==> config.mk <==
export PLATFORM = sky130hd
export DESIGN_NAME = seg_shift_rx
export DESIGN_NICKNAME = d
export VERILOG_FILES = /design/src/rtl/seg_rx_pkg.sv /design/src/rtl/sync_edge.sv /design/src/rtl/seg_shift_rx.sv
export SDC_FILE = /design/constraint.sdc
export NUM_CORES = 1
export LEC_CHECK = 0
export CORE_ASPECT_RATIO = 0.7
export CORE_MARGIN = 2
export CORE_UTILIZATION = 55
export CTS_BUF_LIST = sky130_fd_sc_hd__clkbuf_2
export CTS_CLUSTER_DIAMETER = 30
export DETAILED_ROUTE_END_ITERATION = 10
export PLACE_DENSITY = 0.9
export SLEW_MARGIN = 20
export SYNTH_ARGS = -nofsm -noshare
export SYNTH_HDL_FRONTEND = slang
export SYNTH_SLANG_ARGS = --single-unit
==> constraint.sdc <==
create_clock -name clk -period 1.8 [get_ports clk]
set_input_delay 0.18 -clock clk [delete_from_list [all_inputs] [get_ports clk]]
set_output_delay 0.18 -clock clk [all_outputs]
set_load 0.005 [all_outputs]
==> src/rtl/seg_rx_pkg.sv <==
// Shared types and constants for the seg_shift_rx serial frame receiver.
// The glitch filter is enabled in seg_shift_rx by SEG_SHIFT_RX_GLITCH_FILTER_EN.
package seg_rx_pkg;

  localparam int unsigned FRAME_BITS_DEF = 64;
  localparam int unsigned CNT_W          = $clog2(FRAME_BITS_DEF + 2);

  typedef enum logic [1:0] {
    StIdle,
    StShift,
    StLatch
  } rx_state_e;

  // Post-synchronizer conditioning applied before edge detection
  typedef enum logic [1:0] {
    FiltNone,
    FiltDelay,
    FiltMajority
  } filt_mode_e;

  function automatic logic maj3(input logic [2:0] v);
    return (v[0] & v[1]) | (v[0] & v[2]) | (v[1] & v[2]);
  endfunction

endpackage

==> src/rtl/sync_edge.sv <==
// Multi-flop synchronizer with optional delay/majority conditioning and
// single-cycle rise/fall pulses derived from the conditioned level.
module sync_edge
  import seg_rx_pkg::*;
#(
  parameter int unsigned Stages = 2,
  parameter filt_mode_e  Mode   = FiltNone
) (
  input  logic clk_i,
  input  logic rst_ni,
  input  logic d_i,
  output logic level_o,
  output logic rise_o,
  output logic fall_o
);

  logic [Stages-1:0] sync_q, sync_d;
  logic              synced;
  logic              filt;
  logic              prev_q, prev_d;

  always_comb begin
    sync_d    = sync_q << 1;
    sync_d[0] = d_i;
  end

  assign synced = sync_q[Stages-1];

  generate
    if (Mode == FiltNone) begin : g_none
      assign filt = synced;
    end else if (Mode == FiltDelay) begin : g_delay
      // Matches the majority window latency so data/enable stay aligned with the clock
      logic [1:0] dly_q, dly_d;
      always_comb dly_d = {dly_q[0], synced};
      always_ff @(posedge clk_i or negedge rst_ni) begin
        if (!rst_ni) dly_q <= '0;
        else         dly_q <= dly_d;
      end
      assign filt = dly_q[1];
    end else begin : g_maj
      logic [2:0] win_q, win_d;
      always_comb win_d = {win_q[1:0], synced};
      always_ff @(posedge clk_i or negedge rst_ni) begin
        if (!rst_ni) win_q <= '0;
        else         win_q <= win_d;
      end
      assign filt = maj3(win_q);
    end
  endgenerate

  always_comb prev_d = filt;

  always_ff @(posedge clk_i or negedge rst_ni) begin
    if (!rst_ni) begin
      sync_q <= '0;
      prev_q <= 1'b0;
    end else begin
      sync_q <= sync_d;
      prev_q <= prev_d;
    end
  end

  assign level_o = filt;
  assign rise_o  = filt & ~prev_q;
  assign fall_o  = ~filt & prev_q;

endmodule

==> src/rtl/seg_shift_rx.sv <==
// Serial segclk/ledclk frame receiver with valid/ready output and sticky errors.
// Define SEG_SHIFT_RX_GLITCH_FILTER_EN to add a 3-sample majority filter on s_clk.
module seg_shift_rx
  import seg_rx_pkg::*;
#(
  parameter int unsigned FRAME_BITS  = FRAME_BITS_DEF,
  parameter int unsigned SYNC_STAGES = 2
) (
  input  logic                  clk,
  input  logic                  RSTN,
  input  logic                  s_clk,
  input  logic                  s_do,
  input  logic                  s_pen,
  output logic [FRAME_BITS-1:0] frame_data,
  output logic                  frame_valid,
  input  logic                  frame_ready,
  output logic                  len_err,
  output logic                  ovf_err,
  input  logic                  err_clr
);

  localparam int unsigned CntW = (FRAME_BITS == FRAME_BITS_DEF) ? CNT_W :
                                 $clog2(FRAME_BITS + 2);
  localparam logic [CntW-1:0] CntFull = CntW'(FRAME_BITS);
  localparam logic [CntW-1:0] CntSat  = CntW'(FRAME_BITS + 1);

`ifdef SEG_SHIFT_RX_GLITCH_FILTER_EN
  localparam filt_mode_e ClkMode   = FiltMajority;
  localparam filt_mode_e AlignMode = FiltDelay;
`else
  localparam filt_mode_e ClkMode   = FiltNone;
  localparam filt_mode_e AlignMode = FiltNone;
`endif

  logic sclk_level, sclk_rise, sclk_fall;
  logic sdo_level, sdo_rise, sdo_fall;
  logic spen_level, spen_rise, spen_fall;

  sync_edge #(
    .Stages (SYNC_STAGES),
    .Mode   (ClkMode)
  ) u_sync_sclk (
    .clk_i   (clk),
    .rst_ni  (RSTN),
    .d_i     (s_clk),
    .level_o (sclk_level),
    .rise_o  (sclk_rise),
    .fall_o  (sclk_fall)
  );

  sync_edge #(
    .Stages (SYNC_STAGES),
    .Mode   (AlignMode)
  ) u_sync_sdo (
    .clk_i   (clk),
    .rst_ni  (RSTN),
    .d_i     (s_do),
    .level_o (sdo_level),
    .rise_o  (sdo_rise),
    .fall_o  (sdo_fall)
  );

  sync_edge #(
    .Stages (SYNC_STAGES),
    .Mode   (AlignMode)
  ) u_sync_spen (
    .clk_i   (clk),
    .rst_ni  (RSTN),
    .d_i     (s_pen),
    .level_o (spen_level),
    .rise_o  (spen_rise),
    .fall_o  (spen_fall)
  );

  logic unused_edges;
  assign unused_edges = ^{sclk_level, sclk_fall, sdo_rise, sdo_fall, spen_level};

  rx_state_e             state_q, state_d;
  logic [FRAME_BITS-1:0] shreg_q, shreg_d;
  logic [CntW-1:0]       cnt_q, cnt_d;
  logic [FRAME_BITS-1:0] frame_data_q, frame_data_d;
  logic                  frame_valid_q, frame_valid_d;
  logic                  len_err_q, len_err_d;
  logic                  ovf_err_q, ovf_err_d;
  logic                  latch_ok, latch_bad, handshake;

  always_comb begin
    state_d   = state_q;
    shreg_d   = shreg_q;
    cnt_d     = cnt_q;
    latch_ok  = 1'b0;
    latch_bad = 1'b0;

    unique case (state_q)
      StIdle: begin
        if (spen_fall) begin
          shreg_d = '0;
          cnt_d   = '0;
          state_d = StShift;
        end
      end
      StShift: begin
        // A coincident final clock edge is shifted here before LATCH evaluates the count
        if (sclk_rise) begin
          shreg_d = {shreg_q[FRAME_BITS-2:0], sdo_level};
          if (cnt_q != CntSat) cnt_d = cnt_q + 1'b1;
        end
        if (spen_rise) state_d = StLatch;
      end
      StLatch: begin
        state_d = StIdle;
        if (cnt_q == CntFull) latch_ok = 1'b1;
        else                  latch_bad = 1'b1;
      end
      default: state_d = StIdle;
    endcase

    handshake     = frame_valid_q & frame_ready;
    frame_data_d  = latch_ok ? shreg_q : frame_data_q;
    frame_valid_d = latch_ok | (frame_valid_q & ~handshake);
    // Error sets take priority over a simultaneous clear
    len_err_d     = latch_bad | (len_err_q & ~err_clr);
    ovf_err_d     = (latch_ok & frame_valid_q & ~handshake) | (ovf_err_q & ~err_clr);
  end

  always_ff @(posedge clk or negedge RSTN) begin
    if (!RSTN) begin
      state_q       <= StIdle;
      shreg_q       <= '0;
      cnt_q         <= '0;
      frame_data_q  <= '0;
      frame_valid_q <= 1'b0;
      len_err_q     <= 1'b0;
      ovf_err_q     <= 1'b0;
    end else begin
      state_q       <= state_d;
      shreg_q       <= shreg_d;
      cnt_q         <= cnt_d;
      frame_data_q  <= frame_data_d;
      frame_valid_q <= frame_valid_d;
      len_err_q     <= len_err_d;
      ovf_err_q     <= ovf_err_d;
    end
  end

  assign frame_data  = frame_data_q;
  assign frame_valid = frame_valid_q;
  assign len_err     = len_err_q;
  assign ovf_err     = ovf_err_q;

endmodule

==> flow_summary_export.csv, run 1 <==
group,metric,value,unit
clock_tree,cts_made_buffers,17,
synthesis,synth_top_area_cell,"dfrtp_1",
global_routing,grt_usage,0.223,
route,antenna_left,0,
route,drt_iter0_markers,297,
clock_tree,cts.clk_slew.worst_paths,0.18,ns
timing,slew_headroom,0.691,
floorplan,die_width,128,um
worst_setup_path,required,2.39,ns
synthesis,ys_ff_latch,148,
worst_setup_path,worst_ep_arrival_time,2.29,ns
worst_setup_path,r2r_cells,5,
pwr,power.leakage,4.26,nW
timing,finalMaxSlewViolations,0,
cells_and_area,postLayoutCellArea,7500,sq um
timing,fmaxAchievable,0.589,GHz
place,dp_cells,682,
route,dr.pass1.iters,5,
place,portBuffers,73,
clock_tree,insertion_delay,0.70,ns
synthesis,syn_nets,496,
pwr,p_per_area,806,nW/um^2
worst_setup_path,timing.rr.start,"cnt_q[3]",
synthesis,synth_area,5880,sq um
place,gp_congestion,0.787,
timing,post-route-period-util,0.944,
synthesis,syn_inst,486,
timing,fin_hold_ws,0.112,ns
cells_and_area,area_growth,27.6,%
global_routing,overflow,0,
route,viasPerCell,5.24,
clock_tree,cts_tree,"built",
global_routing,grt_max_degree,50,
synthesis,synth.area.top_cells,"dfrtp_1 (63%), mux2_4 (9.7%), nand2_1 (8.6%), o21ai_0 (6.0%), mux2_2 (5.2%)",
synthesis,yosysWarnings,0,
global_routing,antenna_found_initial,0,
route,drc_errors,0,
cells_and_area,antenna-diode-count,0,
timing,hold_viol,0,
floorplan,core,10400,sq um
timing,layout_min_cycle_time,1.70,ns
flow_run,cap_violations,0,
hold_path,hp-start,"frame_ready",
synthesis,synthDistinctLibCells,31,
worst_setup_path,setup.worst_path.start_class,"flop",
global_routing,grt_pass1_vias,4045,
synthesis,avgSynthCellArea,12.1,sq um
timing,setup_violations,0,
worst_setup_path,critPathCaptureType,"flop",
run_status,outcome,"complete, no violations",
worst_setup_path,crit_type,"reg -> reg",
worst_setup_path,rr_endpoint,"frame_data[37]",
timing,worst_slew_pin_slew,0.464,ns
global_routing,grt_pass1_wl,20.0,mm
worst_setup_path,path_max_fanout,23,
floorplan,initial_core_util,0.567,
hold_path,min_path_type,"in -> reg",
clock_tree,cts_root_buf,"clkbuf_2",
synthesis,synth.top_cells.by_count,"dfrtp_1 (148), nand2_1 (134), o21ai_0 (70)",
hold_path,holdPathStages,3,
clock_tree,htreeDepth,4,
cells_and_area,final_cells,764,
synthesis,synth_ff_type,"dfrtp_1",
synthesis,async_flop_share,1.00,
synthesis,synth.most_common_cell,"dfrtp_1",
clock_tree,clkSinkCount,148,
place,dp_hpwl,7.83,mm
timing,rsz0062_at_grt,"false",
floorplan,rows,31,
hold_path,min_to,"frame_valid",
timing,finClkSkew,0.0302,ns
synthesis,synth-edff-count,0,
cells_and_area,fin_nets,630,
clock_tree,cts_buffer_depth,2,
floorplan,die_h,90.5,um
cells_and_area,filler_cell_count,676,
cells_and_area,drive_above_1_share,0.264,
floorplan,pin_count,74,
floorplan,die_area,11500,sq um
route,vias,4005,
timing,tns,0,ns
pwr,peakVddDrop,0.541,mV
route,wirelength,12.3,mm
place,dpl-instance-area,6800,sq um
synthesis,synth.top_cell.area_share,0.630,
worst_setup_path,reg2reg_slack,0.10,ns
route,wl_per_cell,16.2,um
synthesis,yosysSeqAreaShare,0.630,
## power by group
group / internal [W] / total, W / switching, W
Clock: 0.00104 / 0.00217 / 0.00113
Combinational: 0.000142 / 0.000455 / 0.000312
Sequential: 0.00338 / 0.00342 / 0.0000456
Total: 0.00456 / 0.00604 / 0.00149
## stage by stage
| step | setup WS, ns | power (W) | utilization |
|---|---|---|---|
| floorplan | 0.194 | 0.00372 | - |
| global placement | 0.108 | 0.00389 | 0.657 |
| detailed placement | 0.0434 | 0.00392 | 0.657 |
| CTS | 0.00212 | 0.00607 | 0.713 |
| global route | 0.0240 | 0.00633 | 0.724 |
| finish | 0.101 | 0.00604 | 0.724 |
## layout make-up
| cell class | count | area (sq um) | area share |
|---|---|---|---|
| well taps | 132 | 165 | 0.0220 |
| clock inverters | 12 | 186 | 0.0249 |
| clock buffers | 19 | 95.1 | 0.0127 |
| multi-input cells | 306 | 2020 | 0.269 |
| flip-flops and latches | 148 | 3700 | 0.494 |
| inverters | 4 | 15.0 | 0.00200 |
| repair buffers | 143 | 1310 | 0.175 |
## worst max-delay path, cell delays in order, from the launching register on
cell and delay, ns:
dfrtp_1 0.46, nor3_2 0.21, and2_2 0.22, nand4_4 0.15, buf_6 0.24, mux2_4 0.32
## sequential cells by signal, summed over array words and instances (netlist names)
name                cells
cnt_q                   7
u_sync_sclk.prev_q      1
shreg_q                64
ovf_err                 1
frame_data             64
u_sync_sdo.sync_q       2
u_sync_spen.sync_q      2
frame_valid             1
u_sync_sclk.sync_q      2
len_err                 1
state_q                 2
u_sync_spen.prev_q      1
## worst max path at each step
stage	slack, ns	end	cells past startpoint	startpoint
after floorplan	0.19	frame_data[25]	6	cnt_q[3]
after global placement	0.11	frame_data[30]	5	cnt_q[3]
after detailed placement	0.04	frame_data[26]	5	cnt_q[3]
after CTS	0.002	frame_data[11]	1	frame_data[11]
after global routing	0.02	frame_data[37]	5	cnt_q[3]
final	0.10	frame_data[37]	5	cnt_q[3]
## timing repair
action                                  4_1_cts  5_1_grt
hold buffers                                  6        0
resized for setup                            47       25
buffers inserted                             38        7
endpoints found under the setup margin       59       38
pin swaps                                     0        0
endpoints found under the hold margin       151        0
## per-layer routing
metal	global-route usage	share of wire	vias up	wire length [um]
li1	-	-	1892	-
met1	0.312	0.46	1967	5650
met2	0.344	0.47	125	5820
met3	0.0681	0.057	21	708
met4	0.0586	0.013	0	158
met5	0	0	-	0
## kinds of logic after synthesis
| kind of cell | synth area share |
|---|---|
| and+or+nand+nor | 0.113 |
| DFF | 0.630 |
| AOI/OAI and AO/OA | 0.0713 |
| muxes | 0.149 |
| buffers and inverters | 0.0302 |
| adders and majority gates | 0.00639 |
## cells in the final DEF (no fill, tap or decap), types with 4 or more instances in the layout
cell             count
bufinv_16            5
mux2_4              38
dfrtp_1            148
nand2_1            134
clkdlybuf4s50_1      5
nand3_1              4
o21ai_0             69
buf_6                4
inv_1                4
mux2_2              27
dlygate4sd2_1       46
dlymetal6s2s_1      21
nor2_1               5
clkbuf_2            19
dlygate4sd3_1        5
buf_4               59
Power figures use the tool's default switching activity.
==> inputs of run 2 (changes only) <==
Settings changed: CAP_MARGIN set to 20, CELL_PAD_IN_SITES_DETAIL_PLACEMENT set to 1, CELL_PAD_IN_SITES_GLOBAL_PLACEMENT set to 1, CORE_UTILIZATION 55 to 46, PLACE_DENSITY 0.9 to 0.93.
==> flow_summary_export.csv, run 2 (synthesis results as in run 1) <==
group,metric,value,unit
run_status,outcome,"complete, no violations",
timing,finClkSkew,0.0422,ns
worst_setup_path,worstPathCellList,"or3b_4, a21o_4, a31o_2, mux2_2",
worst_setup_path,reg2reg_slack,0.05,ns
timing,worst_slew_pin_slew,0.478,ns
place,dp_cells,707,
route,drt_iter0_markers,178,
worst_setup_path,crit_slowest_cell,"dfrtp_1",
cells_and_area,fin_util,0.609,
global_routing,grt_pass1_vias,4473,
clock_tree,htreeDepth,4,
floorplan,core,12500,sq um
floorplan,die_h,98.6,um
pwr,switching_share,0.257,
global_routing,overflow,0,
worst_setup_path,critPathCaptureType,"flop",
clock_tree,cts_made_buffers,17,
worst_setup_path,required,2.40,ns
timing,hold_viol,0,
worst_setup_path,path_max_fanout,8,
cells_and_area,area_growth,29.3,%
floorplan,pin_count,74,
route,antenna_left,0,
floorplan,rows,34,
timing,slew_headroom,0.682,
cells_and_area,layout_common_cells,"dfrtp_1 (147), nand2_1 (134), o21ai_0 (69), buf_4 (58), dlygate4sd2_1 (43)",
timing,fin_ws,0.0547,ns
worst_setup_path,setup.worst_path.start_class,"flop",
pwr,combPwrFrac,0.080,
cells_and_area,antenna-diode-count,0,
place,portBuffers,73,
flow_run,cap_violations,0,
cells_and_area,final_common_cell,"dfrtp_1",
global_routing,grt_usage,0.229,
global_routing,grt_max_degree,85,
route,dr.pass1.iters,4,
global_routing,grt_pass1_wl,24.4,mm
floorplan,initial_core_util,0.471,
clock_tree,insertion_delay,0.73,ns
clock_tree,cts_root_buf,"clkbuf_2",
clock_tree,cts_buffer_depth,2,
pwr,peakVddDrop,0.514,mV
route,wirelength,15.2,mm
pwr,p_int,0.00457,W
route,vias,4163,
route,viasPerCell,5.24,
clock_tree,clkSinkCount,148,
timing,layout_min_cycle_time,1.75,ns
timing,fmaxAchievable,0.573,GHz
pwr,p_per_area,809,nW/um^2
timing,fin_hold_ws,0.0776,ns
global_routing,antenna_found_initial,0,
place,dp_hpwl,9.10,mm
place,dpl-instance-area,6840,sq um
route,drc_errors,0,
worst_setup_path,cpPeakStageDelay,0.48,ns
cells_and_area,postLayoutCellArea,7590,sq um
place,gp_congestion,0.783,
timing,post-route-period-util,0.970,
clock_tree,cts.clk_slew.worst_paths,0.24,ns
pwr,power.leakage,4.34,nW
hold_path,min_path_type,"in -> reg",
floorplan,die_width,139,um
cells_and_area,fin_nets,631,
clock_tree,cts_tree,"built",
cells_and_area,drive_above_1_share,0.269,
cells_and_area,filler_cell_count,1273,
route,wl_per_cell,19.2,um
pwr,p_sw,0.00158,W
pwr,p_seq_frac,0.557,
cells_and_area,final_cells,795,
pwr,p_clk_frac,0.363,
place,pre_cts_slack,0.0319,ns
floorplan,die_area,13700,sq um
timing,setup_violations,0,
cells_and_area,seqCellArea,3700,sq um
cells_and_area,multi_input_area,2020,sq um
worst_setup_path,crit_type,"reg -> reg",
worst_setup_path,worst_ep_arrival_time,2.35,ns
timing,finalMaxSlewViolations,0,
run 2: changes by cell type in the layout (fill, tap and decap cells not counted), moves of 2 or more:
cell	previous run	this run
buf_6	4	2
clkinvlp_4	2	0
dlymetal6s2s_1	21	24
dlygate4sd2_1	46	43
buf_12	3	6
run 2: critical path, delay by kind of cell (launching register included):
kind | cells | cell delay (ns)
AOI/OAI and AO/OA | 2 | 0.50
muxes | 1 | 0.26
and+or+nand+nor | 1 | 0.41
DFF | 1 | 0.48
run 2: area by class of cell:
type                       count  share of cell area
tap                          162              0.0267
multi-input combinational    306               0.266
clock inverter                12              0.0244
inverter                       4             0.00198
sequential                   148               0.488
timing repair buffer         144               0.180
clock buffer                  19              0.0125
run 2: final timing paths:
kind | start | to | depth (start not counted)
max | u_sync_spen.sync_q[1] | cnt_q[0] | 4
max in group asynchronous | RSTN | state_q[0] | 4
min in group asynchronous | RSTN | frame_data[62] | 4
min reg2reg | u_sync_sdo.sync_q[0] | u_sync_sdo.sync_q[1] | 0
min | frame_ready | frame_valid | 3
max reg2reg | u_sync_spen.sync_q[1] | cnt_q[0] | 4
run 2: power by group through the flow:
stage / Sequential (W) / Clock, W / Combinational, W
CTS: 0.00343 / 0.00223 / 0.000479
detailed placement: 0.00348 / 0 / 0.000454
global placement: 0.00348 / 0 / 0.000424
global route: 0.00344 / 0.00238 / 0.000544
finish: 0.00343 / 0.00223 / 0.000490
floorplan: 0.00347 / 0 / 0.000249
run 2: repair_timing:
action,4_1_cts,5_1_grt
endpoints found under the setup margin,59,96
gates resized for setup,44,30
hold buffers,6,0
hold endpoints to repair,151,0
pin swaps,0,0
setup buffers,37,14
run 2: layer usage:
| layer | up-vias | GRT usage | part of all wire |
|---|---|---|---|
| li1 | 1898 | - | - |
| met1 | 2129 | 0.279 | 0.42 |
| met2 | 106 | 0.404 | 0.52 |
| met3 | 30 | 0.0559 | 0.043 |
| met4 | 0 | 0.0761 | 0.024 |
| met5 | - | 0 | 0 |
run 2: stage by stage:
stage	power, W	setup TNS, ns
after floorplan	0.00372	0
after global placement	0.00390	0
after detailed placement	0.00394	0
after CTS	0.00614	0
after global routing	0.00636	-0.0109
final	0.00615	0
==> inputs of run 3 (changes only) <==
Settings changed: CAP_MARGIN 20 to unset, CORE_UTILIZATION 46 to 30, PLACE_DENSITY 0.93 to 0.68.
==> flow_summary_export.csv, run 3 (synthesis results as in run 1) <==
group,metric,value,unit
run_status,outcome,"complete, no violations",
pwr,power.leakage,3.90,nW
pwr,p_clk_frac,0.344,
floorplan,die_h,121,um
timing,fmaxAchievable,0.583,GHz
clock_tree,htreeDepth,4,
global_routing,grt_pass1_vias,4153,
pwr,p_int,0.00431,W
timing,finClkSkew,0.0313,ns
pwr,p_sw,0.00164,W
route,dr.pass1.iters,4,
global_routing,overflow,0,
timing,hold_viol,0,
floorplan,pin_count,74,
worst_setup_path,rr_endpoint,"frame_data[40]",
clock_tree,cts_made_buffers,17,
clock_tree,cts_tree,"built",
route,route.layer.met1.wl,6.27,mm
worst_setup_path,reg2reg_slack,0.08,ns
place,pre_cts_slack,0.0441,ns
route,met2_length,5.92,mm
place,portBuffers,73,
timing,tns,0,ns
clock_tree,clkSinkCount,148,
hold_path,holdPathStages,3,
cells_and_area,layout_common_cells,"dfrtp_1 (148), nand2_1 (134), o21ai_0 (70), dlygate4sd2_1 (67), buf_4 (42)",
global_routing,grt_max_degree,54,
route,vias,3881,
cells_and_area,area_growth,27.8,%
floorplan,die_width,171,um
timing,post-route-period-util,0.953,
cells_and_area,filler_cell_count,2114,
clock_tree,cts_buffer_depth,2,
route,antenna_left,0,
hold_path,min_to,"frame_valid",
global_routing,grt_pass1_wl,21.1,mm
flow_run,cap_violations,0,
route,maxUsedRoutingLayer,"met4",
clock_tree,cts_root_buf,"clkbuf_2",
floorplan,die_area,20700,sq um
worst_setup_path,timing.rr.start,"cnt_q[2]",
worst_setup_path,crit_type,"reg -> reg",
timing,slew_headroom,0.708,
cells_and_area,fin_nets,615,
worst_setup_path,r2r_cells,5,
cells_and_area,final_common_cell,"dfrtp_1",
timing,rsz0062_at_grt,"false",
clock_tree,insertion_delay,0.70,ns
cells_and_area,seqCellArea,3700,sq um
route,wl_per_cell,14.5,um
place,gp_congestion,0.720,
pwr,switching_share,0.276,
worst_setup_path,critPathCaptureType,"flop",
worst_setup_path,required,2.41,ns
pwr,finalPower,0.00595,W
worst_setup_path,setup.worst_path.start_class,"flop",
hold_path,hp-start,"frame_ready",
clock_tree,cts.clk_slew.worst_paths,0.22,ns
global_routing,antenna_found_initial,0,
floorplan,core,19000,sq um
route,drc_errors,0,
cells_and_area,multi_input_area,2020,sq um
cells_and_area,antenna-diode-count,0,
timing,layout_min_cycle_time,1.72,ns
route,wl_met3,498,um
place,dp_cells,811,
worst_setup_path,worst_ep_arrival_time,2.32,ns
floorplan,rows,42,
global_routing,grt_usage,0.130,
route,drt_iter0_markers,191,
cells_and_area,drive_above_1_share,0.251,
timing,setup_violations,0,
route,viasPerCell,4.40,
pwr,p_seq_frac,0.575,
pwr,combPwrFrac,0.080,
hold_path,min_path_type,"in -> reg",
pwr,peakVddDrop,0.283,mV
pwr,p_per_area,793,nW/um^2
timing,fin_hold_ws,0.133,ns
place,dp_hpwl,8.13,mm
timing,fin_ws,0.0849,ns
cells_and_area,final_cells,882,
floorplan,initial_core_util,0.309,
route,wirelength,12.8,mm
worst_setup_path,path_max_fanout,31,
timing,finalMaxSlewViolations,0,
timing,worst_slew_pin_slew,0.438,ns
run 3: changes by cell type in the layout (fill, tap and decap cells not counted), sizes merged:
cell | before | now
bufinv | 5 | 3
dlymetal6s2s | 24 | 0
buf | 67 | 51
dlygate4sd2 | 43 | 67
clkbuf | 19 | 17
clkinvlp | 0 | 3
clkinv | 6 | 8
run 3: worst max path at each step:
stage	from	endpoint	slack (ns)
2_1_floorplan	cnt_q[3]	frame_data[25]	0.19
3_3_place_gp	cnt_q[3]	frame_data[27]	0.11
3_5_place_dp	cnt_q[3]	frame_data[28]	0.04
4_1_cts	cnt_q[3]	frame_data[40]	0.04
5_1_grt	cnt_q[2]	frame_data[49]	0.02
6_report	cnt_q[2]	frame_data[40]	0.08
run 3: cell type report:
class	count	share of cell area
Sequential cell	148	0.493
Clock buffer	17	0.0113
Inverter	4	0.00200
Tap cell	264	0.0440
Multi-Input combinational cell	306	0.269
Clock inverter	15	0.0243
Timing Repair Buffer	128	0.156
run 3: layer usage:
| layer | global-route usage | up-vias |
|---|---|---|
| met5 | 0 | - |
| met2 | 0.207 | 74 |
| met1 | 0.174 | 1930 |
| met3 | 0.0336 | 17 |
| met4 | 0.0429 | 0 |
| li1 | - | 1860 |
run 3: repair_timing:
item | 4_1_cts | 5_1_grt
buffers inserted | 32 | 1
endpoints found under the setup margin | 67 | 38
pin swaps | 0 | 1
gates resized for setup | 67 | 1
hold endpoints to repair | 151 | 0
hold buffers | 6 | 0
run 3: worst max-delay path, cell delays in order, from the launching register on:
cell	delay [ns]
dfrtp_1	0.48
nor3_2	0.21
and2_2	0.22
nand4_4	0.17
buf_12	0.24
mux2_4	0.31
run 3: power by group through the flow:
stage	clock (W)	combinational, W	sequential (W)
2_1_floorplan	0	0.000249	0.00347
3_3_place_gp	0	0.000449	0.00348
3_5_place_dp	0	0.000470	0.00348
4_1_cts	0.00215	0.000488	0.00343
5_1_grt	0.00229	0.000541	0.00344
6_report	0.00205	0.000478	0.00343
run 3: metrics by stage:
step	util	cell area (sq um)
after floorplan	-	5880
after global placement	0.368	7010
after detailed placement	0.368	7010
after CTS	0.394	7500
after global routing	0.395	7510
final	0.395	7510
